$ cat src/rtl/vga_timing_pkg.sv
// Timing constants and coordinate type shared by the 640x480@60 Hz raster generator.
package vga_timing_pkg;

   localparam int H_VISIBLE_DEF = 640;
   localparam int H_FRONT_DEF   = 16;
   localparam int H_SYNC_DEF    = 96;
   localparam int H_BACK_DEF    = 48;
   localparam int V_VISIBLE_DEF = 480;
   localparam int V_FRONT_DEF   = 10;
   localparam int V_SYNC_DEF    = 2;
   localparam int V_BACK_DEF    = 33;

   localparam int H_TOTAL  = H_VISIBLE_DEF + H_FRONT_DEF + H_SYNC_DEF + H_BACK_DEF;
   localparam int V_TOTAL  = V_VISIBLE_DEF + V_FRONT_DEF + V_SYNC_DEF + V_BACK_DEF;
   localparam int HS_START = H_VISIBLE_DEF + H_FRONT_DEF;
   localparam int HS_END   = HS_START + H_SYNC_DEF - 1;
   localparam int VS_START = V_VISIBLE_DEF + V_FRONT_DEF;
   localparam int VS_END   = VS_START + V_SYNC_DEF - 1;

   typedef logic [9:0] pix_coord_t;

endpackage

$ cat src/rtl/vga_sync_dly.sv
// Shift register that delays {hsync, vsync} to line up with the colour stage output.
module vga_sync_dly #(
   parameter int STAGES = 3
) (
   input  logic       clk_25m,
   input  logic       rst_n,
   input  logic [1:0] sync_p0,
   output logic [1:0] sync_dly
);

   generate
      if (STAGES == 0) begin : g_bypass
         assign sync_dly = sync_p0;
      end else begin : g_shift
         logic [1:0] stage_q [STAGES];

         // Syncs are active-low, so idle (reset) level is 1 in every stage.
         always_ff @(posedge clk_25m or negedge rst_n) begin
            if (!rst_n) begin
               for (int i = 0; i < STAGES; i++) stage_q[i] <= 2'b11;
            end else begin
               stage_q[0] <= sync_p0;
               for (int i = 1; i < STAGES; i++) stage_q[i] <= stage_q[i-1];
            end
         end

         assign sync_dly = stage_q[STAGES-1];
      end
   endgenerate

endmodule

$ cat src/rtl/vga_timing_gen.sv
// Free-running raster counters, active-area flag, delayed syncs and per-frame strobe/counter.
module vga_timing_gen
   import vga_timing_pkg::*;
#(
   parameter int H_VISIBLE = H_VISIBLE_DEF,
   parameter int H_FRONT   = H_FRONT_DEF,
   parameter int H_SYNC    = H_SYNC_DEF,
   parameter int H_BACK    = H_BACK_DEF,
   parameter int V_VISIBLE = V_VISIBLE_DEF,
   parameter int V_FRONT   = V_FRONT_DEF,
   parameter int V_SYNC    = V_SYNC_DEF,
   parameter int V_BACK    = V_BACK_DEF,
   parameter int PIPE_DLY  = 3
) (
   input  logic        clk_25m,
   input  logic        rst_n,
   output pix_coord_t  hc,
   output pix_coord_t  vc,
   output logic        valid,
   output logic        hsync,
   output logic        vsync,
   output logic        frame_tick,
   output logic [15:0] frame_cnt
);

   localparam pix_coord_t H_LAST   = pix_coord_t'(H_VISIBLE + H_FRONT + H_SYNC + H_BACK - 1);
   localparam pix_coord_t V_LAST   = pix_coord_t'(V_VISIBLE + V_FRONT + V_SYNC + V_BACK - 1);
   localparam pix_coord_t H_VIS    = pix_coord_t'(H_VISIBLE);
   localparam pix_coord_t V_VIS    = pix_coord_t'(V_VISIBLE);
   localparam pix_coord_t HS_FIRST = pix_coord_t'(H_VISIBLE + H_FRONT);
   localparam pix_coord_t HS_LAST  = pix_coord_t'(H_VISIBLE + H_FRONT + H_SYNC - 1);
   localparam pix_coord_t VS_FIRST = pix_coord_t'(V_VISIBLE + V_FRONT);
   localparam pix_coord_t VS_LAST  = pix_coord_t'(V_VISIBLE + V_FRONT + V_SYNC - 1);

   pix_coord_t hc_nxt;
   pix_coord_t vc_nxt;
   logic       hs_p0;
   logic       vs_p0;
   logic [1:0] sync_dly;

   always_comb begin
      hc_nxt = hc + 10'd1;
      vc_nxt = vc;
      if (hc == H_LAST) begin
         hc_nxt = '0;
         vc_nxt = (vc == V_LAST) ? '0 : vc + 10'd1;
      end
   end

   // Stage p0: every registered output is decoded from next-state counters so it matches hc/vc.
   always_ff @(posedge clk_25m or negedge rst_n) begin
      if (!rst_n) begin
         hc         <= '0;
         vc         <= '0;
         valid      <= 1'b0;
         hs_p0      <= 1'b1;
         vs_p0      <= 1'b1;
         frame_tick <= 1'b0;
         frame_cnt  <= '0;
      end else begin
         hc         <= hc_nxt;
         vc         <= vc_nxt;
         valid      <= (hc_nxt < H_VIS) && (vc_nxt < V_VIS);
         hs_p0      <= !((hc_nxt >= HS_FIRST) && (hc_nxt <= HS_LAST));
         vs_p0      <= !((vc_nxt >= VS_FIRST) && (vc_nxt <= VS_LAST));
         frame_tick <= (hc_nxt == '0) && (vc_nxt == V_VIS);
         if ((hc_nxt == '0) && (vc_nxt == V_VIS)) frame_cnt <= frame_cnt + 16'd1;
      end
   end

   // Stages p1..pN: align syncs with the colour stage's registered pixel.
   vga_sync_dly #(
      .STAGES (PIPE_DLY)
   ) u_sync_dly (
      .clk_25m  (clk_25m),
      .rst_n    (rst_n),
      .sync_p0  ({hs_p0, vs_p0}),
      .sync_dly (sync_dly)
   );

   assign hsync = sync_dly[1];
   assign vsync = sync_dly[0];

endmodule
$ cat config.mk
export PLATFORM = sky130hd
export DESIGN_NAME = vga_timing_gen
export DESIGN_NICKNAME = d
export VERILOG_FILES = /design/src/rtl/vga_timing_pkg.sv /design/src/rtl/vga_sync_dly.sv /design/src/rtl/vga_timing_gen.sv
export SDC_FILE = /design/constraint.sdc
export NUM_CORES = 1
export LEC_CHECK = 0
export ABC_AREA = 1
export CORE_MARGIN = 3
export CORE_UTILIZATION = 50
export DETAILED_ROUTE_END_ITERATION = 8
export DONT_BUFFER_PORTS = 1
export PLACE_DENSITY_LB_ADDON = 0.12
export REMOVE_ABC_BUFFERS = 1
export SETUP_SLACK_MARGIN = 0.3
export SLEW_MARGIN = 20
export SYNTH_ARGS = -nofsm -noshare
export SYNTH_HDL_FRONTEND = slang
export SYNTH_SLANG_ARGS = --single-unit
$ cat constraint.sdc
create_clock -name clk_25m -period 3.5 [get_ports clk_25m]
set_input_delay 0.525 -clock clk_25m [delete_from_list [all_inputs] [get_ports clk_25m]]
set_output_delay 0.525 -clock clk_25m [all_outputs]
set_load 0.01 [all_outputs]
==> impl_metrics.env <==
export IMPL_synth_cells=350
export IMPL_path_clk_slew_ps=80
export IMPL_drv_cap=0
export IMPL_synth_top_family_by_area="simple AND/OR/NAND/NOR gates"
export IMPL_final_common_cell="nand2_1"
export IMPL_synth_xor_area_share=0.0482
export IMPL_synth_largest_area_cell="dfrtp_1"
export IMPL_ir_drop_v=0.000336
export IMPL_synth_top_area_share=0.349
export IMPL_grt_pass1_vias=2101
export IMPL_dr_pass1_iters=4
export IMPL_start_util=0.524
export IMPL_nFillCells=484
export IMPL_numPlacedInstances=414
export IMPL_hold_viol=0
export IMPL_cts_path_max_buffers=2
export IMPL_core_region_area_mm2=0.00520
export IMPL_synthAdderAreaFrac=0.0229
export IMPL_place_gp_congestion=0.872
export IMPL_rows=26
export IMPL_cts_tree="done"
export IMPL_ys_ff_latch=46
export IMPL_path_common_cell="nand2_1"
export IMPL_tns_ps=0
export IMPL_rsz0062_at_grt="false"
export IMPL_ys_warn_count=0
export IMPL_timing_final_crit_period_ps=2610
export IMPL_p_leak_nw=1.48
export IMPL_final_cell_mix="nand2_1, inv_1, dfrtp_1"
export IMPL_synth_cell_types=32
export IMPL_cp_max_fo=16
export IMPL_dp_hpwl_mm=4.17
export IMPL_grt_pass1_wl_mm=9.98
export IMPL_vias=2186
export IMPL_ant_nets=0
export IMPL_slowest_delay_ps=590
export IMPL_endpoint_kind="flop"
export IMPL_routed_via_density=5.17
export IMPL_ys_flop_type="dfrtp_1"
export IMPL_crit_chain="ha_1 -> inv_1 -> nor2_1 -> nand3_1 -> nand2_1 -> nand2_1 -> nand2_1 -> o21ai_1 -> nor2_2 -> nand3_4 -> nand2_1 -> nand2_1"
export IMPL_synth_compound_area_share=0.0239
export IMPL_htree_levels=2
export IMPL_routedWlPerCell_um=13.8
export IMPL_dieArea_mm2=0.00637
export IMPL_die_w_um=79.8
export IMPL_final_cells=423
export IMPL_drive_gt1_frac=0.150
export IMPL_fin_skew_ps=5.03
export IMPL_crit_required_ps=3680
export IMPL_worstMarginPinSlew_ps=690
export IMPL_ys_seq_area_frac=0.426
export IMPL_max_slew_margin=0.540
export IMPL_grt_util_all_layers=0.196
export IMPL_num_antenna_cells=0
export IMPL_start_kind="flop"
export IMPL_min_path_type="input port to asynchronous set/reset pin"
export IMPL_drc=0
export IMPL_io_pins=42
export IMPL_cts_inserted_buffers=5
export IMPL_arrival_ps=2790
export IMPL_fmax_mhz=383
export IMPL_overflow=0
export IMPL_placedInstanceArea_mm2=0.00277
export IMPL_status="finished clean"
export IMPL_die_h_um=79.8
export IMPL_finalSetupViolCount=0
export IMPL_antenna_found_initial=0
export IMPL_clock_latency_ps=290
export IMPL_slew_viol_final=0
export IMPL_synth_edff_count=0
export IMPL_drt_iter0_drc=152
export IMPL_ys_async_sr_fraction=1.00
export IMPL_grt_max_degree=39
export IMPL_fin_crit_sh=0.745
export IMPL_io_buffers=0
export IMPL_netlist_area_mm2=0.00273
export IMPL_yosys_area_share_simple=0.394
export IMPL_p_per_area_mw_per_mm2=297
export IMPL_path_delay_family="simple AND/OR/NAND/NOR gates"
export IMPL_muxShareOfSynthArea=0
export IMPL_fin_area_mm2=0.00287
export IMPL_critical_path_class="flop to flop"
export IMPL_fin_nets=359
export IMPL_cts_sinks=46
export IMPL_crit_buf_inv=1
export IMPL_area_delta_synth_final_pct=5.37
export IMPL_hold_slack_ps=62.6
export IMPL_cts_resized=0
export IMPL_crit_path_top_delay_cell="nor2_2"
export IMPL_root_buffer="clkbuf_8"
export IMPL_drt_total_wl_mm=5.83
export IMPL_ys_top_cells_by_area="dfrtp_1, nand2_1, dfstp_2, nand4_1, inv_1"
export IMPL_syn_area_per_cell_um2=7.79
==> worst reg2reg max path: stages (launching register included) <==
cell and delay [ps]:
dfrtp_1 550, ha_1 270, inv_1 70, nor2_1 150, nand3_1 90, nand2_1 60, nand2_1 40, nand2_1 50
o21ai_1 130, nor2_2 590, nand3_4 310, nand2_1 140, nand2_1 60
==> per-stage QoR <==
stage | utilization | power, mW | worst slack (ps)
floorplan | - | 0.542 | 1390
global placement | 0.532 | 0.542 | 974
detailed placement | 0.532 | 0.542 | 939
CTS | 0.552 | 0.865 | 906
global route | 0.552 | 0.886 | 672
finish | 0.552 | 0.853 | 892
==> where the power goes <==
group          internal [mW]  total, mW  switching [mW]
registers              0.531      0.531               0
clock network          0.139      0.311           0.172
logic                0.00238     0.0107         0.00831
==> worst paths after layout <==
path	startpoint	to	slack (ps)	cells after the start
max	vc[0]	frame_cnt[15]	890	12
min	rst_n	vc[4]	60	1
max reg2reg	vc[0]	frame_cnt[15]	890	12
min reg2reg	u_sync_dly.g_shift.stage_q[2]	u_sync_dly.sync_dly[0]	360	0
max in group asynchronous	rst_n	frame_cnt[8]	3240	1
min in group clk_25m	u_sync_dly.g_shift.stage_q[2]	u_sync_dly.sync_dly[0]	360	0
==> metal layers <==
layer | GRT usage | up-vias | wire length, um
li1 | - | 1116 | -
met1 | 0.266 | 1028 | 2730
met2 | 0.314 | 40 | 2730
met3 | 0.0553 | 2 | 344
met4 | 0.0372 | 0 | 27
met5 | 0 | - | 0
==> synth_stat cells, types with 2 or more instances <==
master / count
nand3_1: 19
ha_1: 5
nand2_2: 8
inv_2: 9
nor2_2: 6
xnor2_1: 8
nand3_2: 5
nor2_8: 2
buf_2: 2
nor3_1: 3
nand2_1: 112
xor2_1: 7
o21bai_1: 2
inv_1: 38
o21ai_1: 4
buf_4: 3
dfstp_2: 8
nand4_1: 28
nor2_1: 28
dfrtp_1: 38
nor2_4: 3
o21ai_0: 2
==> registers in the layout, indices dropped and copies added, names as in the netlist <==
name and flops:
frame_cnt 16, hc 10, vc 10, u_sync_dly.g_shift.stage_q 4
u_sync_dly.sync_dly 2, frame_tick 1, hs_p0 1, valid 1
vs_p0 1
==> kinds of logic (layout without fill, tap and decap cells) <==
family,after synthesis,after routing
simple gates,218,218
buf+inv,55,58
flops,46,46
xor+xnor,15,15
compound gates,11,11
fa+ha+maj,5,5
==> repair_timing <==
action                                 4_1_cts  5_1_grt
endpoints found under the hold margin       38        0
buffers inserted                             0        0
hold buffers                                 1        0
setup endpoints to repair                    0        0
==> area by class of cell <==
| class | count | area [um2] | area share |
|---|---|---|---|
| multi-input combinational | 249 | 1330 | 0.464 |
| timing repair buffer | 1 | 20.0 | 0.00697 |
| inverter | 49 | 189 | 0.0658 |
| clock buffer | 6 | 72.6 | 0.0253 |
| clock inverter | 2 | 10.0 | 0.00348 |
| sequential | 46 | 1160 | 0.404 |
| tap | 70 | 87.6 | 0.0305 |
Note: power is estimated with default switching activity, not from simulation.
